==> src/rtl/modem_axil_pkg.sv <==
// modem_axil_pkg
//   Shared definitions for the AXI4-Lite command master.
//   - AXI response codes
//   - FSM state encoding
//   - width of one packed command record {write, addr, wdata, wstrb}
package modem_axil_pkg;

  localparam logic [1:0] RESP_OKAY   = 2'b00;
  localparam logic [1:0] RESP_EXOKAY = 2'b01;
  localparam logic [1:0] RESP_SLVERR = 2'b10;
  localparam logic [1:0] RESP_DECERR = 2'b11;

  typedef enum logic [2:0] {
    ST_IDLE    = 3'd0,
    ST_WR_REQ  = 3'd1,
    ST_WR_RESP = 3'd2,
    ST_RD_REQ  = 3'd3,
    ST_RD_RESP = 3'd4,
    ST_RSP     = 3'd5
  } axil_state_t;

  function automatic int cmd_rec_width(input int addr_w, input int data_w);
    return 1 + addr_w + data_w + data_w / 8;
  endfunction

endpackage

==> src/rtl/axil_cmd_fifo.sv <==
// axil_cmd_fifo
//   Synchronous FIFO holding DEPTH command records. full/empty are
//   registered so the upstream ready never depends on this cycle's pop.
// Ports:
//   clk, rst          clock, synchronous active-high reset
//   push, push_data   write side (ignored while full)
//   pop, pop_data     read side; pop_data shows the head entry (ignored while empty)
//   full, empty       registered status flags
module axil_cmd_fifo #(
  parameter int WIDTH = 50,
  parameter int DEPTH = 4
) (
  input  logic             clk,
  input  logic             rst,
  input  logic             push,
  input  logic [WIDTH-1:0] push_data,
  input  logic             pop,
  output logic [WIDTH-1:0] pop_data,
  output logic             full,
  output logic             empty
);

  localparam int PTR_W = (DEPTH > 1) ? $clog2(DEPTH) : 1;
  localparam logic [PTR_W-1:0] PTR_ONE  = PTR_W'(1);
  localparam logic [PTR_W:0]   CNT_ONE  = (PTR_W + 1)'(1);
  localparam logic [PTR_W:0]   CNT_FULL = (PTR_W + 1)'(DEPTH);

  logic [WIDTH-1:0] mem [DEPTH];
  logic [PTR_W-1:0] wr_ptr;
  logic [PTR_W-1:0] rd_ptr;
  logic [PTR_W:0]   count;
  logic [PTR_W:0]   count_nxt;
  logic             do_push;
  logic             do_pop;

  assign do_push  = push && !full;
  assign do_pop   = pop && !empty;
  assign pop_data = mem[rd_ptr];

  always_comb begin
    count_nxt = count;
    if (do_push && !do_pop)
      count_nxt = count + CNT_ONE;
    else if (!do_push && do_pop)
      count_nxt = count - CNT_ONE;
  end

  always_ff @(posedge clk) begin
    if (do_push)
      mem[wr_ptr] <= push_data;
  end

  always_ff @(posedge clk) begin
    if (rst) begin
      wr_ptr <= '0;
      rd_ptr <= '0;
      count  <= '0;
      full   <= 1'b0;
      empty  <= 1'b1;
    end else begin
      if (do_push)
        wr_ptr <= wr_ptr + PTR_ONE;
      if (do_pop)
        rd_ptr <= rd_ptr + PTR_ONE;
      count <= count_nxt;
      full  <= (count_nxt == CNT_FULL);
      empty <= (count_nxt == '0);
    end
  end

endmodule

==> src/rtl/axil_cmd_master.sv <==
// axil_cmd_master
//   AXI4-Lite master sequencer. Commands are queued in axil_cmd_fifo and
//   issued one transaction at a time; each produces exactly one response.
// Ports:
//   clk, rst                     clock, synchronous active-high reset
//   cmd_valid/ready/write/addr/wdata/wstrb   command stream in
//   rsp_valid/ready/rdata/resp/timeout       response stream out
//   m_axi_aw*/w*/b*/ar*/r*       AXI4-Lite master channels
//   busy                         queue non-empty or transaction in flight
// Build option:
//   AXIL_MASTER_TIMEOUT_EN  enables a per-transaction watchdog of
//   TIMEOUT_CYCLES cycles; an expired transaction returns SLVERR with
//   rsp_timeout=1. Without it the FSM waits forever and rsp_timeout=0.
//
// state      | meaning
// -----------+---------------------------------------------------
// ST_IDLE    | waiting for a queued command; pops it on entry out
// ST_WR_REQ  | awvalid/wvalid up, each dropped on its own ready
// ST_WR_RESP | bready up, waiting for bvalid
// ST_RD_REQ  | arvalid up, waiting for arready
// ST_RD_RESP | rready up, waiting for rvalid
// ST_RSP     | rsp_valid up, holding response until rsp_ready
module axil_cmd_master
  import modem_axil_pkg::*;
#(
  parameter int ADDR_WIDTH     = 13,
  parameter int DATA_WIDTH     = 32,
  parameter int CMD_DEPTH      = 4,
  parameter int TIMEOUT_CYCLES = 256
) (
  input  logic                    clk,
  input  logic                    rst,
  input  logic                    cmd_valid,
  output logic                    cmd_ready,
  input  logic                    cmd_write,
  input  logic [ADDR_WIDTH-1:0]   cmd_addr,
  input  logic [DATA_WIDTH-1:0]   cmd_wdata,
  input  logic [DATA_WIDTH/8-1:0] cmd_wstrb,
  output logic                    rsp_valid,
  input  logic                    rsp_ready,
  output logic [DATA_WIDTH-1:0]   rsp_rdata,
  output logic [1:0]              rsp_resp,
  output logic                    rsp_timeout,
  output logic [ADDR_WIDTH-1:0]   m_axi_awaddr,
  output logic [2:0]              m_axi_awprot,
  output logic                    m_axi_awvalid,
  input  logic                    m_axi_awready,
  output logic [DATA_WIDTH-1:0]   m_axi_wdata,
  output logic [DATA_WIDTH/8-1:0] m_axi_wstrb,
  output logic                    m_axi_wvalid,
  input  logic                    m_axi_wready,
  input  logic [1:0]              m_axi_bresp,
  input  logic                    m_axi_bvalid,
  output logic                    m_axi_bready,
  output logic [ADDR_WIDTH-1:0]   m_axi_araddr,
  output logic [2:0]              m_axi_arprot,
  output logic                    m_axi_arvalid,
  input  logic                    m_axi_arready,
  input  logic [DATA_WIDTH-1:0]   m_axi_rdata,
  input  logic [1:0]              m_axi_rresp,
  input  logic                    m_axi_rvalid,
  output logic                    m_axi_rready,
  output logic                    busy
);

  localparam int STRB_W = DATA_WIDTH / 8;
  localparam int REC_W  = cmd_rec_width(ADDR_WIDTH, DATA_WIDTH);

  axil_state_t              state;
  logic [REC_W-1:0]         push_data;
  logic [REC_W-1:0]         pop_data;
  logic                     fifo_full;
  logic                     fifo_empty;
  logic                     pop;
  logic                     pop_write;
  logic [ADDR_WIDTH-1:0]    pop_addr;
  logic [DATA_WIDTH-1:0]    pop_wdata;
  logic [STRB_W-1:0]        pop_wstrb;
  logic                     aw_ok;
  logic                     w_ok;
  logic                     timeout_hit;

  assign push_data = {cmd_write, cmd_addr, cmd_wdata, cmd_wstrb};
  assign pop_write = pop_data[REC_W-1];
  assign pop_addr  = pop_data[REC_W-2 -: ADDR_WIDTH];
  assign pop_wdata = pop_data[STRB_W +: DATA_WIDTH];
  assign pop_wstrb = pop_data[STRB_W-1:0];

  assign pop       = (state == ST_IDLE) && !fifo_empty;
  assign cmd_ready = !fifo_full;
  assign busy      = !fifo_empty || (state != ST_IDLE);

  assign m_axi_awprot = 3'b000;
  assign m_axi_arprot = 3'b000;

  // A channel counts as done once its valid is low or is being accepted now.
  assign aw_ok = !m_axi_awvalid || m_axi_awready;
  assign w_ok  = !m_axi_wvalid || m_axi_wready;

  axil_cmd_fifo #(
    .WIDTH (REC_W),
    .DEPTH (CMD_DEPTH)
  ) u_fifo (
    .clk       (clk),
    .rst       (rst),
    .push      (cmd_valid),
    .push_data (push_data),
    .pop       (pop),
    .pop_data  (pop_data),
    .full      (fifo_full),
    .empty     (fifo_empty)
  );

`ifdef AXIL_MASTER_TIMEOUT_EN
  localparam int TMO_W = $clog2(TIMEOUT_CYCLES + 1);
  localparam logic [TMO_W-1:0] TMO_LAST = TMO_W'(TIMEOUT_CYCLES - 1);
  localparam logic [TMO_W-1:0] TMO_ONE  = TMO_W'(1);

  logic [TMO_W-1:0] wd_cnt;
  logic             tmo_flag;
  logic             xfer_done;

  // A handshake that completes on the expiry cycle wins over the abort.
  assign xfer_done = ((state == ST_WR_REQ)  && aw_ok && w_ok) ||
                     ((state == ST_WR_RESP) && m_axi_bvalid)  ||
                     ((state == ST_RD_REQ)  && m_axi_arready) ||
                     ((state == ST_RD_RESP) && m_axi_rvalid);
  assign timeout_hit = (state != ST_IDLE) && (state != ST_RSP) && (wd_cnt == TMO_LAST);
  assign rsp_timeout = tmo_flag;
`else
  logic unused_tmo_cfg;
  assign unused_tmo_cfg = ^TIMEOUT_CYCLES;
  assign timeout_hit    = 1'b0;
  assign rsp_timeout    = 1'b0;
`endif

  always_ff @(posedge clk) begin
    if (rst) begin
      state         <= ST_IDLE;
      m_axi_awaddr  <= '0;
      m_axi_awvalid <= 1'b0;
      m_axi_wdata   <= '0;
      m_axi_wstrb   <= '0;
      m_axi_wvalid  <= 1'b0;
      m_axi_bready  <= 1'b0;
      m_axi_araddr  <= '0;
      m_axi_arvalid <= 1'b0;
      m_axi_rready  <= 1'b0;
      rsp_valid     <= 1'b0;
      rsp_rdata     <= '0;
      rsp_resp      <= RESP_OKAY;
`ifdef AXIL_MASTER_TIMEOUT_EN
      wd_cnt        <= '0;
      tmo_flag      <= 1'b0;
`endif
    end else begin
      case (state)
        ST_IDLE: begin
          if (!fifo_empty) begin
            if (pop_write) begin
              m_axi_awaddr  <= pop_addr;
              m_axi_wdata   <= pop_wdata;
              m_axi_wstrb   <= pop_wstrb;
              m_axi_awvalid <= 1'b1;
              m_axi_wvalid  <= 1'b1;
              state         <= ST_WR_REQ;
            end else begin
              m_axi_araddr  <= pop_addr;
              m_axi_arvalid <= 1'b1;
              state         <= ST_RD_REQ;
            end
          end
        end
        ST_WR_REQ: begin
          if (m_axi_awvalid && m_axi_awready)
            m_axi_awvalid <= 1'b0;
          if (m_axi_wvalid && m_axi_wready)
            m_axi_wvalid <= 1'b0;
          if (aw_ok && w_ok) begin
            m_axi_bready <= 1'b1;
            state        <= ST_WR_RESP;
          end
        end
        ST_WR_RESP: begin
          if (m_axi_bvalid) begin
            m_axi_bready <= 1'b0;
            rsp_rdata    <= '0;
            rsp_resp     <= m_axi_bresp;
            rsp_valid    <= 1'b1;
            state        <= ST_RSP;
          end
        end
        ST_RD_REQ: begin
          if (m_axi_arready) begin
            m_axi_arvalid <= 1'b0;
            m_axi_rready  <= 1'b1;
            state         <= ST_RD_RESP;
          end
        end
        ST_RD_RESP: begin
          if (m_axi_rvalid) begin
            m_axi_rready <= 1'b0;
            rsp_rdata    <= m_axi_rdata;
            rsp_resp     <= m_axi_rresp;
            rsp_valid    <= 1'b1;
            state        <= ST_RSP;
          end
        end
        ST_RSP: begin
          if (rsp_ready) begin
            rsp_valid <= 1'b0;
            state     <= ST_IDLE;
          end
        end
        default: state <= ST_IDLE;
      endcase

`ifdef AXIL_MASTER_TIMEOUT_EN
      // Held at zero in IDLE so it starts from zero on the first active cycle.
      if (state == ST_IDLE) begin
        wd_cnt <= '0;
        if (!fifo_empty)
          tmo_flag <= 1'b0;
      end else if (state != ST_RSP) begin
        wd_cnt <= wd_cnt + TMO_ONE;
      end

      if (timeout_hit && !xfer_done) begin
        m_axi_awvalid <= 1'b0;
        m_axi_wvalid  <= 1'b0;
        m_axi_bready  <= 1'b0;
        m_axi_arvalid <= 1'b0;
        m_axi_rready  <= 1'b0;
        rsp_rdata     <= '0;
        rsp_resp      <= RESP_SLVERR;
        rsp_valid     <= 1'b1;
        tmo_flag      <= 1'b1;
        state         <= ST_RSP;
      end
`endif
    end
  end

endmodule

==> config.mk <==
export PLATFORM = sky130hd
export DESIGN_NAME = axil_cmd_master
export DESIGN_NICKNAME = d
export VERILOG_FILES = /design/src/rtl/modem_axil_pkg.sv /design/src/rtl/axil_cmd_fifo.sv /design/src/rtl/axil_cmd_master.sv
export SDC_FILE = /design/constraint.sdc
export NUM_CORES = 1
export LEC_CHECK = 0
export CORE_MARGIN = 8
export CORE_UTILIZATION = 45
export DETAILED_ROUTE_END_ITERATION = 8
export PLACE_DENSITY = 0.82
export SLEW_MARGIN = 20
export SYNTH_ARGS = -nofsm -noshare
export SYNTH_HDL_FRONTEND = slang
export SYNTH_SLANG_ARGS = --single-unit
==> constraint.sdc <==
create_clock -name clk -period 4.8 [get_ports clk]
set_input_delay 0.96 -clock clk [delete_from_list [all_inputs] [get_ports clk]]
set_output_delay 0.96 -clock clk [all_outputs]
set_load 0.02 [all_outputs]
==> summary.md, run 1 <==
| Metric | Value |
|---|---|
| Switching share of power | `between 20% and 30%` |
| Wire length of the first global-routing pass | `41.0 mm` |
| Cell internal pwr | `roughly 5.4 mW` |
| Cell at the slowest stage of the critical path | `sky130_fd_sc_hd__dfxtp_1` |
| Cells on Worst Hold Path | `2` |
| Sequential standard cell area | `roughly 0.0083 mm2` |
| Buffers added on ports | `around 200` |
| Actual slew at the worst max-slew pin | `approximately 1 ns` |
| Endpoint of the worst setup timing path | `busy` |
| Register share of total power | `between 40 and 50%` |
| Yosys reg bits | `around 320` |
| Worst slew slack as a fraction of its limit | `approximately a third` |
| Synthesized area per cell | `about 15 um2` |
| Buffers and inverters on the worst path | `1` |
| Drt first pass iters | `5` |
| Clock tree from TritonCTS | `built` |
| Clk sink count | `between 300 and 400` |
| Layout cell share with drive strength beyond 1 | `a little under an eighth` |
| Top cell type's share of synthesized area | `between 50% and 60%` |
| Number of buffers added by the clock tree synthesis step | `30` |
| Multi-input gate area | `around 0.0033 mm2` |
| Endpoints failing hold | `0` |
| Die Ht | `roughly 180 um` |
| Leading post-synthesis cells by cell area | `sky130_fd_sc_hd__edfxtp_1, sky130_fd_sc_hd__dfxtp_1, sky130_fd_sc_hd__mux4_2` |
| Congestion Overflow GR | `0` |
| Synthesized instance count | `about 800` |
| Crit path cell chain | `nand3b_1, clkdlybuf4s50_1` |
| Fill cell count | `slightly below 2000` |
| Initial Util | `a little under half` |
| Setup crit start kind | `register` |
| P_leak | `5.03 nW` |
| Post-route DRC | `0` |
| R2R depth | `4` |
| Primary FF master, synth | `sky130_fd_sc_hd__edfxtp_1` |
| Yosys warns | `0` |
| WL per Instance | `20.0 um` |
| Number of top-level pins | `206` |
| Max-cap viol count | `0` |
| Max clock buf depth | `3` |
| Worst setup path start | `state[0]$_SDFFE_PP0P_` |
| Net switching power of the design | `between 2 and 2.5 mW` |
| All-layer global routing usage | `around 16%` |
| Nets | `about 1100` |
| Critical path class | `reg -> out` |
| DRT Wirelength | `27.1 mm` |
| Total standard cell area after synthesis | `approximately 0.012 mm2` |
| Non-filler cells in the finished layout | `about 1400` |
| Top delay family on crit path | `flip-flops` |
| Minimum setup slack among reg-to-reg paths | `roughly 2.4 ns` |
| Top-count cell post-synth | `sky130_fd_sc_hd__edfxtp_1` |
| Count of cell types in the netlist | `43` |
| Maximum ir drop on the vdd rail | `0.000468 V` |
| Placed insts | `~1300` |
| Capturing point of the worst reg2reg path | `m_axi_wdata[5]$_SDFFE_PP0P_` |
| Floorplan row count | `between 50 and 60` |
| Final-report max-slew violation count | `0` |
| Vias in the first global route | `~7200` |
| Combinational group share of total power | `23.3%` |
| Worst flop-to-flop path startpoint | `state[0]$_SDFFE_PP0P_` |
| Pwr dens | `~490 mW/mm2` |
| Root buffer cell | `sky130_fd_sc_hd__clkbuf_16` |
| Detail Route Antenna Nets | `0` |
| Most common library cells after synthesis | `sky130_fd_sc_hd__edfxtp_1, sky130_fd_sc_hd__dfxtp_1, sky130_fd_sc_hd__nand2_1, sky130_fd_sc_hd__nor2_1, sky130_fd_sc_hd__a21oi_1` |
| Utilization after layout | `roughly 60%` |
| RePlAce Congestion | `about 0.77` |
| Critical path data required time | `3.84 ns` |
| Largest area contributor in the netlist | `sky130_fd_sc_hd__edfxtp_1` |
| Number of setup violations in the final report | `0` |
| Largest stage delay on the critical path | `roughly 0.8 ns` |
| Largest net degree at the start of global routing | `between 60 and 70` |
| Arrival @ worst endpoint | `2.19 ns` |
| Area growth from synthesis to final layout | `27.7%` |
| Highest clock rate | `~320 MHz` |
| Resized Gates After CTS | `0` |
| CTS Hold Bufs | `0` |
| Proportion of register bits with asynchronous set or reset after synthesis | `0%` |
| Via count | `7131` |
| Die extent in x | `around 180 um` |
| Post-layout min period | `approximately 3.2 ns` |
| Per-cell via count in the routed design | `between 5 and 6` |
| Fraction of the cycle the final worst path needs | `about two thirds` |
| Clock power frac | `roughly a third` |
| Fin Setup TNS | `0 ns` |
| Detailed Route Iter0 Violations | `560` |
| Number of enable flip-flop cells after synthesis | `200` |
| Result of the run | `finished clean` |
| Critical-path maximum fanout | `20` |
| Source-to-sink clock delay at the later pin of the worst-skew pair | `~0.55 ns` |
| Initial antenna violation count | `3` |
| Path category of the worst min-delay check | `reg -> reg` |
| Share of the yosys chip area belonging to registers | `between 60% and 70%` |
| DIE AREA | `approximately 0.032 mm2` |
| Logic depth of the worst setup path including buffers | `2` |
| Critical Path Sink Type | `output pin` |
| Placeable core region | `around 0.026 mm2` |
| Clock H-tree levels | `1` |
| Unrepaired setup endpoints after global routing | `no` |
| Clock transition at path regs | `approximately 0.06 ns` |
| Final HPWL DP | `~18 mm` |
| Post CTS Setup Buffer Count | `0` |
| Post-route clock skew | `0.0218 ns` |
cells in the final DEF, fill, tap and decap left out, types with 4 or more instances in the layout:
cell and count:
sky130_fd_sc_hd__and2_2 4, sky130_fd_sc_hd__conb_1 7, sky130_fd_sc_hd__buf_4 12, sky130_fd_sc_hd__xnor2_1 4, sky130_fd_sc_hd__mux2i_1 49, sky130_fd_sc_hd__nand2b_1 6
sky130_fd_sc_hd__nand2_1 107, sky130_fd_sc_hd__nand3b_1 5, sky130_fd_sc_hd__clkbuf_8 8, sky130_fd_sc_hd__a211oi_1 4, sky130_fd_sc_hd__inv_1 8, sky130_fd_sc_hd__clkbuf_1 12
sky130_fd_sc_hd__nor2_1 60, sky130_fd_sc_hd__dfxtp_1 114, sky130_fd_sc_hd__and2_1 33, sky130_fd_sc_hd__edfxtp_1 200, sky130_fd_sc_hd__mux4_2 50, sky130_fd_sc_hd__clkdlybuf4s50_1 197
sky130_fd_sc_hd__ha_1 6, sky130_fd_sc_hd__clkbuf_16 31, sky130_fd_sc_hd__a21oi_1 55
layer usage:
| metal | GRT usage [%] | share of wire (%) |
|---|---|---|
| met1 | 21.5 | 43 |
| met5 | 0 | 0.037 |
| met2 | 26.9 | 47 |
| met4 | 4.44 | 2.0 |
| met3 | 4.00 | 8.9 |
worst min-delay path: cells and delay by family, from the launching register on:
family	cells	cell delay [ns]
compound gates	1	0.05
flops	1	0.31
simple gates	1	0.05
power by group through the flow:
stage               clock, mW  combinational [mW]  sequential, mW
floorplan                   0               0.990            3.55
global placement            0                1.75            3.41
detailed placement          0                1.77            3.43
CTS                      2.42                1.78            3.38
global route             2.53                1.90            3.41
finish                   2.38                1.75            3.38
state kept, by name (all words and copies together), names as in the netlist, 2 cells and up, named ones only:
register       cells
m_axi_araddr      13
m_axi_awaddr      13
m_axi_wdata       32
m_axi_wstrb        4
rsp_rdata         32
rsp_resp           2
state              3
u_fifo.count       3
u_fifo.mem       200
u_fifo.rd_ptr      2
u_fifo.wr_ptr      2
worst min path at each step:
stage,start,end,slack (ns)
floorplan,u_fifo.wr_ptr[1]$_SDFFE_PP0P_,u_fifo.wr_ptr[1]$_SDFFE_PP0P_,0.47
global placement,m_axi_wdata[1]$_SDFFE_PP0P_,m_axi_wdata[1]$_SDFFE_PP0P_,0.44
detailed placement,m_axi_wdata[0]$_SDFFE_PP0P_,m_axi_wdata[0]$_SDFFE_PP0P_,0.45
CTS,m_axi_wdata[17]$_SDFFE_PP0P_,m_axi_wdata[17]$_SDFFE_PP0P_,0.46
global route,m_axi_wdata[17]$_SDFFE_PP0P_,m_axi_wdata[17]$_SDFFE_PP0P_,0.47
finish,m_axi_awaddr[1]$_SDFFE_PP0P_,m_axi_awaddr[1]$_SDFFE_PP0P_,0.46
kinds of logic (layout without fill, tap and decap cells):
| group | count (synthesis) | after routing | synth area share [%] |
|---|---|---|---|
| muxes | 102 | 102 | 13.9 |
| and+or+nand+nor | 231 | 231 | 8.82 |
| DFF | 316 | 316 | 70.0 |
| buffers and inverters | 65 | 274 | 2.66 |
| other | 1 | 9 | 0.0315 |
| xor gates and xnor gates | 5 | 5 | 0.368 |
| AOI/OAI and AO/OA | 76 | 76 | 3.62 |
| adders and majority gates | 6 | 6 | 0.631 |
area by class of cell:
| class | count | area share [%] |
|---|---|---|
| sequential | 316 | 54.8 |
| multi-input combinational | 427 | 21.8 |
| timing repair buffer | 210 | 13.7 |
| clock buffer | 52 | 6.16 |
| tap | 335 | 2.76 |
| clock inverter | 4 | 0.535 |
| inverter | 8 | 0.198 |
| antenna | 2 | 0.0329 |
stage by stage:
stage / total power, mW / instance area, um2 / hold WS, ns / setup slack [ns]
final: 7.51 / 15200 / 0.455 / 1.65
after CTS: 7.59 / 15200 / 0.455 / 1.61
after floorplan: 4.54 / 11900 / 0.469 / 1.73
after global placement: 5.16 / 14200 / 0.441 / 1.55
after detailed placement: 5.20 / 14200 / 0.449 / 1.50
after global routing: 7.84 / 15200 / 0.469 / 1.51
Power figures use the tool's default switching activity.
==> run 2, diff against run 1 <==
Settings changed: PLACE_DENSITY 0.82 to 0.84.
Clock period 4.8 ns to 2.6 ns, I/O delays scaled along.
==> run 2 against run 1 <==
Effect of this change:
- largest cell class unchanged
- clock power increased by 74%
- clock-buffer cell count decreased by 13
- critical path type unchanged
- utilization increased by 0.31 points
- register-to-register slack got worse by 1.8 ns
- hold slack got worse by 0.089 ns
==> summary.md, run 2 (synthesized netlist as in run 1, its figures left out) <==
| Metric | Value |
|---|---|
| Result of the run | `finished clean` |
| Endpoints failing hold | `0 (unchanged)` |
| DIE AREA | `0.0319 mm2 (unchanged)` |
| Number of top-level pins | `206 (unchanged)` |
| Wire length of the first global-routing pass | `41.8 mm (+1.8%)` |
| DRT Wirelength | `27.2 mm (+0.25%)` |
| Vias in the first global route | `7431 (+2.9%)` |
| WL per Instance | `20.0 um (-0.26%)` |
| Post CTS Setup Buffer Count | `0 (unchanged)` |
| Initial antenna violation count | `3 (unchanged)` |
| Critical-path maximum fanout | `12 (-40%)` |
| RePlAce Congestion | `0.737 (-4.1%)` |
| Die extent in x | `179 um (unchanged)` |
| Actual slew at the worst max-slew pin | `0.716 ns (-0.286 ns)` |
| Pwr dens | `899 mW/mm2 (+82%)` |
| Unrepaired setup endpoints after global routing | `no` |
| Number of setup violations in the final report | `0 (unchanged)` |
| Post-route DRC | `0 (unchanged)` |
| Layout cell share with drive strength beyond 1 | `12.5% (+0.48 points)` |
| Most frequent standard cell in the layout excluding fill and tap cells | `sky130_fd_sc_hd__edfxtp_1` |
| Cells on Worst Hold Path | `2 (unchanged)` |
| Highest-count cells in the layout ignoring fill and taps | `sky130_fd_sc_hd__edfxtp_1, sky130_fd_sc_hd__clkdlybuf4s50_1, sky130_fd_sc_hd__dfxtp_1` |
| Regs by FF count | `u_fifo.mem x200, m_axi_wdata x32, rsp_rdata x32` |
| Clock tree from TritonCTS | `built` |
| Source-to-sink clock delay at the later pin of the worst-skew pair | `0.56 ns (about the same)` |
| Buffers added on ports | `198 (unchanged)` |
| Congestion Overflow GR | `0 (unchanged)` |
| Register share of total power | `45.3% (+0.3 points)` |
| Cell internal pwr | `9.83 mW (+81%)` |
| Most flop-heavy register | `u_fifo.mem` |
| Max clock buf depth | `3 (unchanged)` |
| Capturing point of the worst reg2reg path | `m_axi_wdata[31]$_SDFFE_PP0P_` |
| Fill cell count | `1986 (+0.46%)` |
| Clock H-tree levels | `1 (unchanged)` |
| Floorplan row count | `59 (unchanged)` |
| Root buffer cell | `sky130_fd_sc_hd__clkbuf_16` |
| Arrival @ worst endpoint | `1.92 ns (-0.27 ns)` |
| Drt first pass iters | `4 (-1)` |
| Via count | `7209 (+1.1%)` |
| Nets | `1103 (+0.82%)` |
| Worst slew slack as a fraction of its limit | `52.3% (+19 points)` |
| Detail Route Antenna Nets | `0 (unchanged)` |
| Post-layout min period | `around 2.4 ns` |
| Maximum ir drop on the vdd rail | `0.000607 V (+30%)` |
| Number of flip-flops under the largest register name | `200 (unchanged)` |
| Critical path class | `reg -> out` |
| Setup crit start kind | `register` |
| Area growth from synthesis to final layout | `28.4%` |
| Final-report max-slew violation count | `0 (unchanged)` |
| Placeable core region | `0.0260 mm2 (unchanged)` |
| Clock transition at path regs | `0.06 ns (about the same)` |
| P_leak | `5.05 nW (+0.49%)` |
| Minimum setup slack among reg-to-reg paths | `0.61 ns (-1.78 ns)` |
| Number of buffers added by the clock tree synthesis step | `31 (+3.3%)` |
| Max-cap viol count | `0 (unchanged)` |
| Fraction of the cycle the final worst path needs | `93.7%` |
| Net switching power of the design | `3.90 mW (+88%)` |
| Critical path data required time | `2.08 ns (-1.76 ns)` |
| Count of inserted antenna diode cells | `0 (-2)` |
| CTS Hold Bufs | `0 (unchanged)` |
| Worst hold slack across all endpoints | `0.367 ns (-0.0886 ns)` |
| Clk sink count | `316 (unchanged)` |
| R2R depth | `5 (+1)` |
| Clock power frac | `30.2% (-1.5 points)` |
| Initial Util | `45.8% (unchanged)` |
| Endpoint of the worst hold path | `rsp_rdata[5]$_SDFFE_PP0P_` |
| Largest net degree at the start of global routing | `55 (-11%)` |
| Path category of the worst min-delay check | `in -> reg` |
| Detailed Route Iter0 Violations | `469 (-16%)` |
| Final HPWL DP | `18.4 mm (+4.2%)` |
| Critical Path Sink Type | `output pin` |
| Switching share of power | `28.4% (+0.80 points)` |
| Combinational group share of total power | `24.4% (+1.1 points)` |
| Post-route clock skew | `0.00940 ns (-0.0124 ns)` |
| Fin Setup TNS | `0 ns (unchanged)` |
| Die Ht | `179 um (unchanged)` |
| Worst hold start | `rst` |
| Highest clock rate | `between 400 and 500 MHz` |
| Worst flop-to-flop path startpoint | `state[2]$_SDFFE_PP0P_` |
| All-layer global routing usage | `16.8% (+0.33 points)` |
| Per-cell via count in the routed design | `5.30 (+0.57%)` |
[run 2: area by class of cell]
class                           count  area [um2]  share of cell area [%]
Clock buffer                       39         826                    5.41
Clock inverter                     18         118                   0.770
Inverter                            8        30.0                   0.197
Multi-Input combinational cell    427        3300                    21.6
Sequential cell                   316        8340                    54.6
Tap cell                          335         419                    2.74
Timing Repair Buffer              218        2240                    14.7
[run 2: routing by layer]
layer	vias to the layer above	GRT usage (%)	wire length, um
met2	280	28.8	13000
met1	3567	20.7	10900
met4	6	4.55	716
met3	51	4.32	2430
li1	3305	-	-
met5	-	0	39
[run 2: worst max-delay path by stage]
stage	slack, ns	from	endpoint	cells after the start
after global routing	0.08	state[1]$_SDFFE_PP0P_	busy	3
after detailed placement	0.39	cmd_valid	u_fifo.mem[3][46]$_DFFE_PP_	5
after global placement	0.39	cmd_valid	u_fifo.mem[3][46]$_DFFE_PP_	5
after floorplan	0.51	cmd_valid	u_fifo.mem[0][0]$_DFFE_PP_	3
final	0.16	state[1]$_SDFFE_PP0P_	busy	3
after CTS	0.02	state[2]$_SDFFE_PP0P_	busy	3
[run 2: what timing repair did]
action                     in CTS  in global routing
setup endpoints to repair       1                  1
hold endpoints to repair        0                  0
resized for setup               2                  1
[run 2: worst max-delay path: stages (launching register included)]
cell and delay, ns:
sky130_fd_sc_hd__dfxtp_2 0.47, sky130_fd_sc_hd__nor2_2 0.10, sky130_fd_sc_hd__nand3b_1 0.15, sky130_fd_sc_hd__clkdlybuf4s50_1 0.63
[run 2: power by group through the flow]
stage	clock network (mW)	logic, mW	registers, mW
2_1_floorplan	0	1.83	6.54
3_3_place_gp	0	3.35	6.29
3_5_place_dp	0	3.40	6.33
4_1_cts	4.25	3.42	6.23
5_1_grt	4.42	3.63	6.28
6_report	4.15	3.35	6.22
[run 2: metrics by stage]
| stage | utilization (%) | instance area [um2] | power, mW | instances | setup WS (ns) |
|---|---|---|---|---|---|
| global route | 58.8 | 15300 | 14.3 | 1361 | 0.0754 |
| global placement | 55.1 | 14300 | 9.63 | 1304 | 0.389 |
| detailed placement | 55.1 | 14300 | 9.73 | 1304 | 0.394 |
| floorplan | - | 11900 | 8.37 | 808 | 0.505 |
| finish | 58.8 | 15300 | 13.7 | 1361 | 0.163 |
| CTS | 58.8 | 15300 | 13.9 | 1361 | 0.0239 |
